===== config.mk =====
export PLATFORM = sky130hd
export DESIGN_NAME = inst_fetch_buffer
export DESIGN_NICKNAME = d
export VERILOG_FILES = /design/src/rtl/inst_fetch_buffer.sv
export SDC_FILE = /design/constraint.sdc
export NUM_CORES = 1
export LEC_CHECK = 0
export CORE_MARGIN = 2
export CORE_UTILIZATION = 50
export CTS_CLUSTER_SIZE = 28
export DETAILED_ROUTE_END_ITERATION = 12
export PLACE_DENSITY = 0.72
export SLEW_MARGIN = 20
export SYNTH_ARGS = -nofsm -noshare
export SYNTH_HDL_FRONTEND = slang
export SYNTH_SLANG_ARGS = --single-unit

===== constraint.sdc =====
create_clock -name clk -period 2.9 [get_ports clk]
set_input_delay 0.29 -clock clk [delete_from_list [all_inputs] [get_ports clk]]
set_output_delay 0.29 -clock clk [all_outputs]
set_load 0.03 [all_outputs]

===== src/rtl/inst_fetch_buffer.sv =====
// Instruction-fetch front end: sequential ROM reads, fixed read latency, small FIFO to decode.
// Optional misaligned-redirect fault entry under `FETCH_MISALIGN_FAULT_EN`.
module inst_fetch_buffer #(
  parameter logic [31:0] RESET_PC = 32'h0000_0000,
  parameter int unsigned ROM_LAT  = 1,
  parameter int unsigned DEPTH    = 4
) (
  input  logic        clk,
  input  logic        rst_n,
  input  logic        redirect_valid,
  input  logic [31:0] redirect_pc,
  output logic        rom_en,
  output logic [19:0] rom_addr,
  input  logic [31:0] rom_data,
  output logic        inst_valid,
  input  logic        inst_ready,
  output logic [31:0] inst,
  output logic [31:0] inst_pc,
  output logic        inst_fault
);

  localparam int unsigned PW = $clog2(DEPTH);
  localparam int unsigned CW = $clog2(DEPTH + 1);
  localparam int unsigned SW = CW + 1;

  logic [31:0]   fetch_pc_q, fetch_pc_d;
  logic          pipe_v_q  [ROM_LAT];
  logic          pipe_v_d  [ROM_LAT];
  logic [31:0]   pipe_pc_q [ROM_LAT];
  logic [31:0]   pipe_pc_d [ROM_LAT];

  logic [31:0]   mem_inst_q [DEPTH];
  logic [31:0]   mem_pc_q   [DEPTH];
  logic [PW-1:0] wr_ptr_q, wr_ptr_d;
  logic [PW-1:0] rd_ptr_q, rd_ptr_d;
  logic [CW-1:0] count_q, count_d;

  logic [31:0]   hold_inst_q, hold_pc_q;
  logic          hold_fault_q;

  logic [SW-1:0] inflight;
  logic [SW-1:0] occupancy;
  logic          halted;
  logic          issue;
  logic          ret_v;
  logic          wr_en;
  logic          pop;
  logic [31:0]   wr_inst;
  logic [31:0]   wr_pc;
  logic          wr_fault;
  logic [31:0]   head_inst;
  logic [31:0]   head_pc;
  logic          head_fault;

`ifdef FETCH_MISALIGN_FAULT_EN
  typedef enum logic [1:0] {
    FETCH_RUN,
    FETCH_FAULT,
    FETCH_HALT
  } fetch_state_e;

  fetch_state_e state_q, state_d;
  logic [31:0]  fault_pc_q, fault_pc_d;
  logic         mem_fault_q [DEPTH];
  logic         misaligned;

  always_ff @(posedge clk) begin
    if (!rst_n) begin
      state_q    <= FETCH_RUN;
      fault_pc_q <= '0;
    end else begin
      state_q    <= state_d;
      fault_pc_q <= fault_pc_d;
    end
  end

  // FETCH_FAULT writes the synthetic NOP entry on its single cycle, then parks in FETCH_HALT.
  always_comb begin
    state_d    = state_q;
    fault_pc_d = fault_pc_q;
    misaligned = (redirect_pc[1:0] != 2'b00);
    if (redirect_valid) begin
      state_d    = misaligned ? FETCH_FAULT : FETCH_RUN;
      fault_pc_d = redirect_pc;
    end else if (state_q == FETCH_FAULT) begin
      state_d = FETCH_HALT;
    end
  end

  always_comb begin
    halted   = (state_q != FETCH_RUN);
    wr_fault = (state_q == FETCH_FAULT);
    wr_inst  = wr_fault ? 32'h0000_0013 : rom_data;
    wr_pc    = wr_fault ? fault_pc_q : pipe_pc_q[ROM_LAT-1];
  end

  always_ff @(posedge clk) begin
    if (wr_en) mem_fault_q[wr_ptr_q] <= wr_fault;
  end

  assign head_fault = mem_fault_q[rd_ptr_q];
`else
  always_comb begin
    halted   = 1'b0;
    wr_fault = 1'b0;
    wr_inst  = rom_data;
    wr_pc    = pipe_pc_q[ROM_LAT-1];
  end

  assign head_fault = 1'b0;
`endif

  always_comb begin
    inflight = '0;
    for (int unsigned i = 0; i < ROM_LAT; i++) begin
      inflight = inflight + SW'(pipe_v_q[i]);
    end
    occupancy = SW'(count_q) + inflight;
    // Occupancy counts the returning stage and ignores same-cycle pops, so a write always has room.
    issue = rst_n && !redirect_valid && !halted && (occupancy < SW'(DEPTH));
    ret_v = pipe_v_q[ROM_LAT-1];
    wr_en = !redirect_valid && (ret_v || wr_fault);
    pop   = !redirect_valid && inst_valid && inst_ready;
  end

  always_comb begin
    fetch_pc_d = fetch_pc_q;
    for (int unsigned i = 0; i < ROM_LAT; i++) begin
      pipe_v_d[i]  = 1'b0;
      pipe_pc_d[i] = pipe_pc_q[i];
    end
    if (redirect_valid) begin
`ifdef FETCH_MISALIGN_FAULT_EN
      fetch_pc_d = {redirect_pc[31:2], 2'b00};
`else
      fetch_pc_d = redirect_pc & 32'hFFFF_FFFC;
`endif
    end else begin
      if (issue) fetch_pc_d = fetch_pc_q + 32'd4;
      pipe_v_d[0]  = issue;
      pipe_pc_d[0] = fetch_pc_q;
      for (int unsigned i = 1; i < ROM_LAT; i++) begin
        pipe_v_d[i]  = pipe_v_q[i-1];
        pipe_pc_d[i] = pipe_pc_q[i-1];
      end
    end
  end

  always_comb begin
    wr_ptr_d = wr_ptr_q;
    rd_ptr_d = rd_ptr_q;
    count_d  = count_q;
    if (redirect_valid) begin
      wr_ptr_d = '0;
      rd_ptr_d = '0;
      count_d  = '0;
    end else begin
      if (wr_en) wr_ptr_d = wr_ptr_q + 1'b1;
      if (pop)   rd_ptr_d = rd_ptr_q + 1'b1;
      count_d = count_q + CW'(wr_en) - CW'(pop);
    end
  end

  always_ff @(posedge clk) begin
    if (!rst_n) begin
      fetch_pc_q <= RESET_PC;
      wr_ptr_q   <= '0;
      rd_ptr_q   <= '0;
      count_q    <= '0;
      for (int unsigned i = 0; i < ROM_LAT; i++) pipe_v_q[i] <= 1'b0;
    end else begin
      fetch_pc_q <= fetch_pc_d;
      wr_ptr_q   <= wr_ptr_d;
      rd_ptr_q   <= rd_ptr_d;
      count_q    <= count_d;
      for (int unsigned i = 0; i < ROM_LAT; i++) pipe_v_q[i] <= pipe_v_d[i];
    end
  end

  always_ff @(posedge clk) begin
    for (int unsigned i = 0; i < ROM_LAT; i++) pipe_pc_q[i] <= pipe_pc_d[i];
    if (wr_en) begin
      mem_inst_q[wr_ptr_q] <= wr_inst;
      mem_pc_q[wr_ptr_q]   <= wr_pc;
    end
  end

  assign head_inst = mem_inst_q[rd_ptr_q];
  assign head_pc   = mem_pc_q[rd_ptr_q];

  // Shadow of the current head so the outputs keep the last head value once the FIFO drains.
  always_ff @(posedge clk) begin
    if (!rst_n) begin
      hold_inst_q  <= '0;
      hold_pc_q    <= '0;
      hold_fault_q <= 1'b0;
    end else if (count_q != '0) begin
      hold_inst_q  <= head_inst;
      hold_pc_q    <= head_pc;
      hold_fault_q <= head_fault;
    end
  end

  always_comb begin
    rom_en     = issue;
    rom_addr   = fetch_pc_q[21:2];
    inst_valid = (count_q != '0);
    inst       = inst_valid ? head_inst  : hold_inst_q;
    inst_pc    = inst_valid ? head_pc    : hold_pc_q;
    inst_fault = inst_valid ? head_fault : hold_fault_q;
  end

endmodule


---- Yosys cells after proc, flatten, opt, wreduce, memory -nomap -nowiden ----
Memories as Yosys holds them, arrays and structs flattened. A register that Yosys moved wholly into a read port is not among the register bits.
Index checks and enable logic that the tools add are counted.
cells by class
  bitwise gates (word level) .............. 1
  multiplexer cells ....................... 17
  reduce and logical (&&, ||, !) cells .... 10
  magnitude comparators ................... 1
  add/subtract/negate cells ............... 6
operators with widths
  operator                 count
  $mux W32                 5
  $add A32 B3 Y32 const B  1
  $mux W1                  8
  $mux W2                  4
  $logic_and A1 B1 Y1      5
  $add A2 B1 Y2 const B    2
  $add A3 B1 Y4            1
  $lt A4 B3 Y1 const B     1
  $add A3 B1 Y3            1
  $reduce_bool A3 Y1       1
  $sub A3 B1 Y3            1
  $reduce_bool A2 Y1       1
  $reduce_or A2 Y1         1
  $logic_not A1 Y1         1
  $not A1 Y1               1
  $reduce_or A1 Y1         1
storage, ports and cells
  bits of input ports ..................... 68
  output and inout port bits .............. 87
  logic and storage cells ................. 47
  bits in registers ....................... 104
  memories kept ........................... 4
  memory bits (writable) .................. 289
memory list
  name        depth  bits a word  rd ports  clocked after memory_dff  wr ports  line  RTL
  mem_inst_q  4      32           1         1                         1         32    logic [31:0] mem_inst_q [DEPTH];
  mem_pc_q    4      32           1         1                         1         33    logic [31:0] mem_pc_q [DEPTH];
  pipe_pc_q   1      32           1         0                         1         29    logic [31:0] pipe_pc_q [ROM_LAT];
  pipe_v_q    1      1            1         0                         1         27    logic pipe_v_q [ROM_LAT];

---- Logic depth before layout (Yosys ltp) ----
An unclocked memory read counts as a cell.
  word-level depth ........................ 6
  mapped depth ............................ 10

---- Worst setup path after synthesis ----
Ideal clock, no wire load.
  path type ............................... in2reg
  from .................................... input port redirect_valid
  to ...................................... memory mem_inst_q[0][0], enable pin
  cell stages on the path ................. 3
  path slack .............................. 0.299 ns
  data arrival time ....................... 2.175 ns
  path through ............................ clkbuf_1 -> nor2b_1 -> and2_1
between the ends
  longest elaborated chain between the ends .. 4
RTL lines
  what                           line  RTL
  start, declared                10    input logic redirect_valid,
  $logic_not A1 Y1               122   wr_en = !redirect_valid && (ret_v || wr_fault);
  $logic_and A1 B1 Y1            122
  $mux W1                        182   if (wr_en) begin
  $mux W1 (not written as such)  183   mem_inst_q[wr_ptr_q] <= wr_inst;
  end, declared                  32
No other way between the ends.

==> impl_metrics.env <==
export IMPL_cts_buffers=40
export IMPL_grt_max_degree=99
export IMPL_clk_pin_slew_ps=60
export IMPL_grt_pass1_wl_um=43900
export IMPL_post_cts_buffers=0
export IMPL_postSynthCellCount=844
export IMPL_antenna_found_initial=0
export IMPL_synth_area_mm2=0.0147
export IMPL_setup_slack_ps=128
export IMPL_route_detailed_drc=0
export IMPL_grt_pass1_vias=7748
export IMPL_synth_adder_area_share_pct=0.817
export IMPL_relSlewSlack_pct=40.6
export IMPL_floorplan_initialDensity_pct=50.9
export IMPL_area_growth_pct=23.4
export IMPL_wire_per_inst_um=19.6
export IMPL_clock_sinks=383
export IMPL_ys_types=49
export IMPL_viasPerCell=5.34
export IMPL_design_area_mm2=0.0181
export IMPL_syn_nets=921
export IMPL_fp_dieArea_mm2=0.0308
export IMPL_power_leakage_uw=0.00637
export IMPL_clkLatencyLatePin_ps=510
export IMPL_io_buffers=152
export IMPL_synth_seq_cells=383
export IMPL_ant_nets=0
export IMPL_fp_dieW_um=175
export IMPL_p_sw_share_pct=20.5
export IMPL_n_antenna_cell=0
export IMPL_track_usage_pct=18.5
export IMPL_cts_tree="built"
export IMPL_worst_setup_path_start_kind="flip-flop"
export IMPL_p_int_uw=9230
export IMPL_placed_cells=1351
export IMPL_hold_viol_final=0
export IMPL_fmax_ghz=0.361
export IMPL_p_comb_share_pct=6.0
export IMPL_finalCritPeriodShare_pct=95.6
export IMPL_p_clk_share_pct=41.5
export IMPL_required_ps=2610
export IMPL_fin_cells=1422
export IMPL_synth_top_family_by_area="multiplexers"
export IMPL_slew_viol_final=0
export IMPL_rows=62
export IMPL_drive_above_1_share_pct=24.4
export IMPL_power_switching_uw=2380
export IMPL_synth_simple_area_share_pct=7.29
export IMPL_status="complete, no violations"
export IMPL_p_per_area_mw_per_mm2=640
export IMPL_worst_hold_path_type="in -> reg"
export IMPL_drtPass1Iterations=5
export IMPL_synth_warning_count=0
export IMPL_synth_compound_area_share_pct=2.35
export IMPL_clock_skew_ps=13.2
export IMPL_period_needed_ps=2770
export IMPL_crit_path_cell_trace="buf_4 > buf_4 > mux4_2 > mux2_2 > buf_12"
export IMPL_dpl_cell_area_mm2=0.0169
export IMPL_drt_iter0_drc=424
export IMPL_ys_seq_area_share_pct=71.1
export IMPL_seq_power_share_pct=52.5
export IMPL_root_buffer="clkbuf_16"
export IMPL_drv_cap=0
export IMPL_cp_max_fo=18
export IMPL_peakVddDrop_v=0.000378
export IMPL_place_hpwl_um=17000
export IMPL_tns_ps=0
export IMPL_io_pins=155
export IMPL_path_common_cell="buf_4"
export IMPL_slowest_stage="dfxtp_4"
export IMPL_worstPathArrival_ps=2480
export IMPL_synthMuxAreaShare_pct=14.3
export IMPL_synth_xor_xnor_area_share_pct=1.73
export IMPL_crit_type="reg -> out"
export IMPL_cts_max_level=2
export IMPL_gp_congestion=0.794
export IMPL_die_y_um=175
export IMPL_vias=7595
export IMPL_rsz0062_at_grt="false"
export IMPL_nNetsFinal=1086
export IMPL_tightest_slew_ps=891
export IMPL_wl_um=27900
export IMPL_gr_total_overflow=0
export IMPL_synth_avg_cell_area_um2=17.4
export IMPL_setup_viol=0
export IMPL_timing_hold_ws_ps=295
export IMPL_cts_hold_buf=0
export IMPL_slowest_delay_ps=530
export IMPL_coreArea_mm2=0.0289
export IMPL_clock_path_buffers=3
export IMPL_pre_cts_ws_ps=441
export IMPL_end_kind="output pin"
critical path, delay by kind of cell (launching register included):
kind                   cells  cell delay, ps
buffers and inverters      3             710
flip-flops                 1             530
multiplexers               2             700
routing by layer:
metal	part of all wire [%]	vias to the layer above	global-route usage [%]	wire length [µm]
met4	1.6	0	5.06	454
met2	49	211	30.6	13700
met3	4.9	32	3.42	1380
met1	44	3806	25.4	12400
li1	-	3546	-	-
met5	0	-	0	0
kinds of logic after synthesis:
| group | after synthesis |
|---|---|
| DFF | 383 |
| and+or+nand+nor | 165 |
| muxes | 125 |
| buffers and inverters | 70 |
| AOI/OAI and AO/OA | 63 |
| xor gates and xnor gates | 29 |
| adders and majority gates | 9 |
final cells by class:
cell class | instances | area [µm²]
well taps | 384 | 480
clock inverters | 6 | 82.6
clock buffers | 65 | 1160
fillers | 2094 | 10700
multi-input cells | 391 | 3910
repair buffers | 186 | 2030
inverters | 7 | 31.3
flip-flops and latches | 383 | 10500
registers in the layout (all words and copies together), names as in the netlist, named ones only:
register	flops
pipe_pc_q	30
hold_inst_q	32
mem_pc_q	120
hold_pc_q	32
hold_fault_q	1
pipe_v_q	1
fetch_pc_q	30
count_q	3
mem_inst_q	128
rd_ptr_q	2
wr_ptr_q	2
worst paths after layout:
path	slack, ps	start	endpoint	depth (start not counted)
max	130	flip-flop	inst_pc[28]	5
max reg2reg	550	count_q[1]	count_q[2]	10
min	290	rst_n	pipe_v_q[0]	4
min reg2reg	480	fetch_pc_q[22]	pipe_pc_q[0][22]	0
power by group through the flow:
stage	clock network (µW)	registers (µW)	logic, µW
final	4820	6100	693
after floorplan	0	6180	396
after global placement	0	6200	711
after detailed placement	0	6210	720
after global routing	5150	6110	738
after CTS	4940	6100	702
cells in the mapped netlist (all sizes together):
master | count | area (µm²)
edfxtp | 278 | 8350
dfxtp | 105 | 2100
and2 | 71 | 444
mux2 | 62 | 698
mux4 | 62 | 1400
buf | 33 | 218
clkbuf | 30 | 113
o21ai | 28 | 140
xnor2 | 26 | 228
a21oi | 25 | 125
nand2 | 20 | 75.1
nor2 | 15 | 58.8
nand3 | 13 | 65.1
nor4 | 10 | 130
ha | 8 | 100
nor3 | 8 | 45.0
inv | 7 | 26.3
nand4 | 7 | 71.3
and3 | 6 | 37.5
nor4b | 4 | 60.1
and4 | 3 | 26.3
xor2 | 3 | 26.3
nor2b | 2 | 12.5
o211a | 2 | 20.0
o31ai | 2 | 15.0
or4 | 2 | 18.8
a211oi | 1 | 7.51
a22o | 1 | 8.76
a31oi | 1 | 6.26
fa | 1 | 20.0
mux2i | 1 | 10.0
nand3b | 1 | 7.51
nor3b | 1 | 7.51
o211ai | 1 | 7.51
o22a | 1 | 8.76
o22ai | 1 | 6.26
or2 | 1 | 6.26
or3 | 1 | 6.26
layout by cell type, fill, tap and decap left out, types with 14 or more instances in the layout:
cell type | Yosys | routed
edfxtp_1 | 278 | 278
dfxtp_1 | 105 | 103
clkdlybuf4s50_1 | 0 | 88
and2_1 | 71 | 67
mux4_2 | 62 | 62
mux2_2 | 62 | 62
dlygate4sd2_1 | 0 | 42
clkbuf_16 | 0 | 41
o21ai_0 | 28 | 28
xnor2_1 | 26 | 26
a21oi_1 | 25 | 25
buf_12 | 0 | 25
buf_4 | 20 | 23
nand2_1 | 20 | 20
clkbuf_1 | 30 | 20
nor2_1 | 14 | 14
stage by stage:
step / util [%] / power [µW]
global placement: 58.7 / 6910
floorplan: - / 6580
detailed placement: 58.7 / 6930
CTS: 62.8 / 11700
global route: 62.9 / 12000
finish: 62.9 / 11600
what timing repair did:
| action | CTS | global route |
|---|---|---|
| endpoints found under the setup margin | 46 | 9 |
| resized for setup | 45 | 6 |
| pin swaps | 0 | 0 |
No activity file was read; power rests on OpenSTA's default activity.
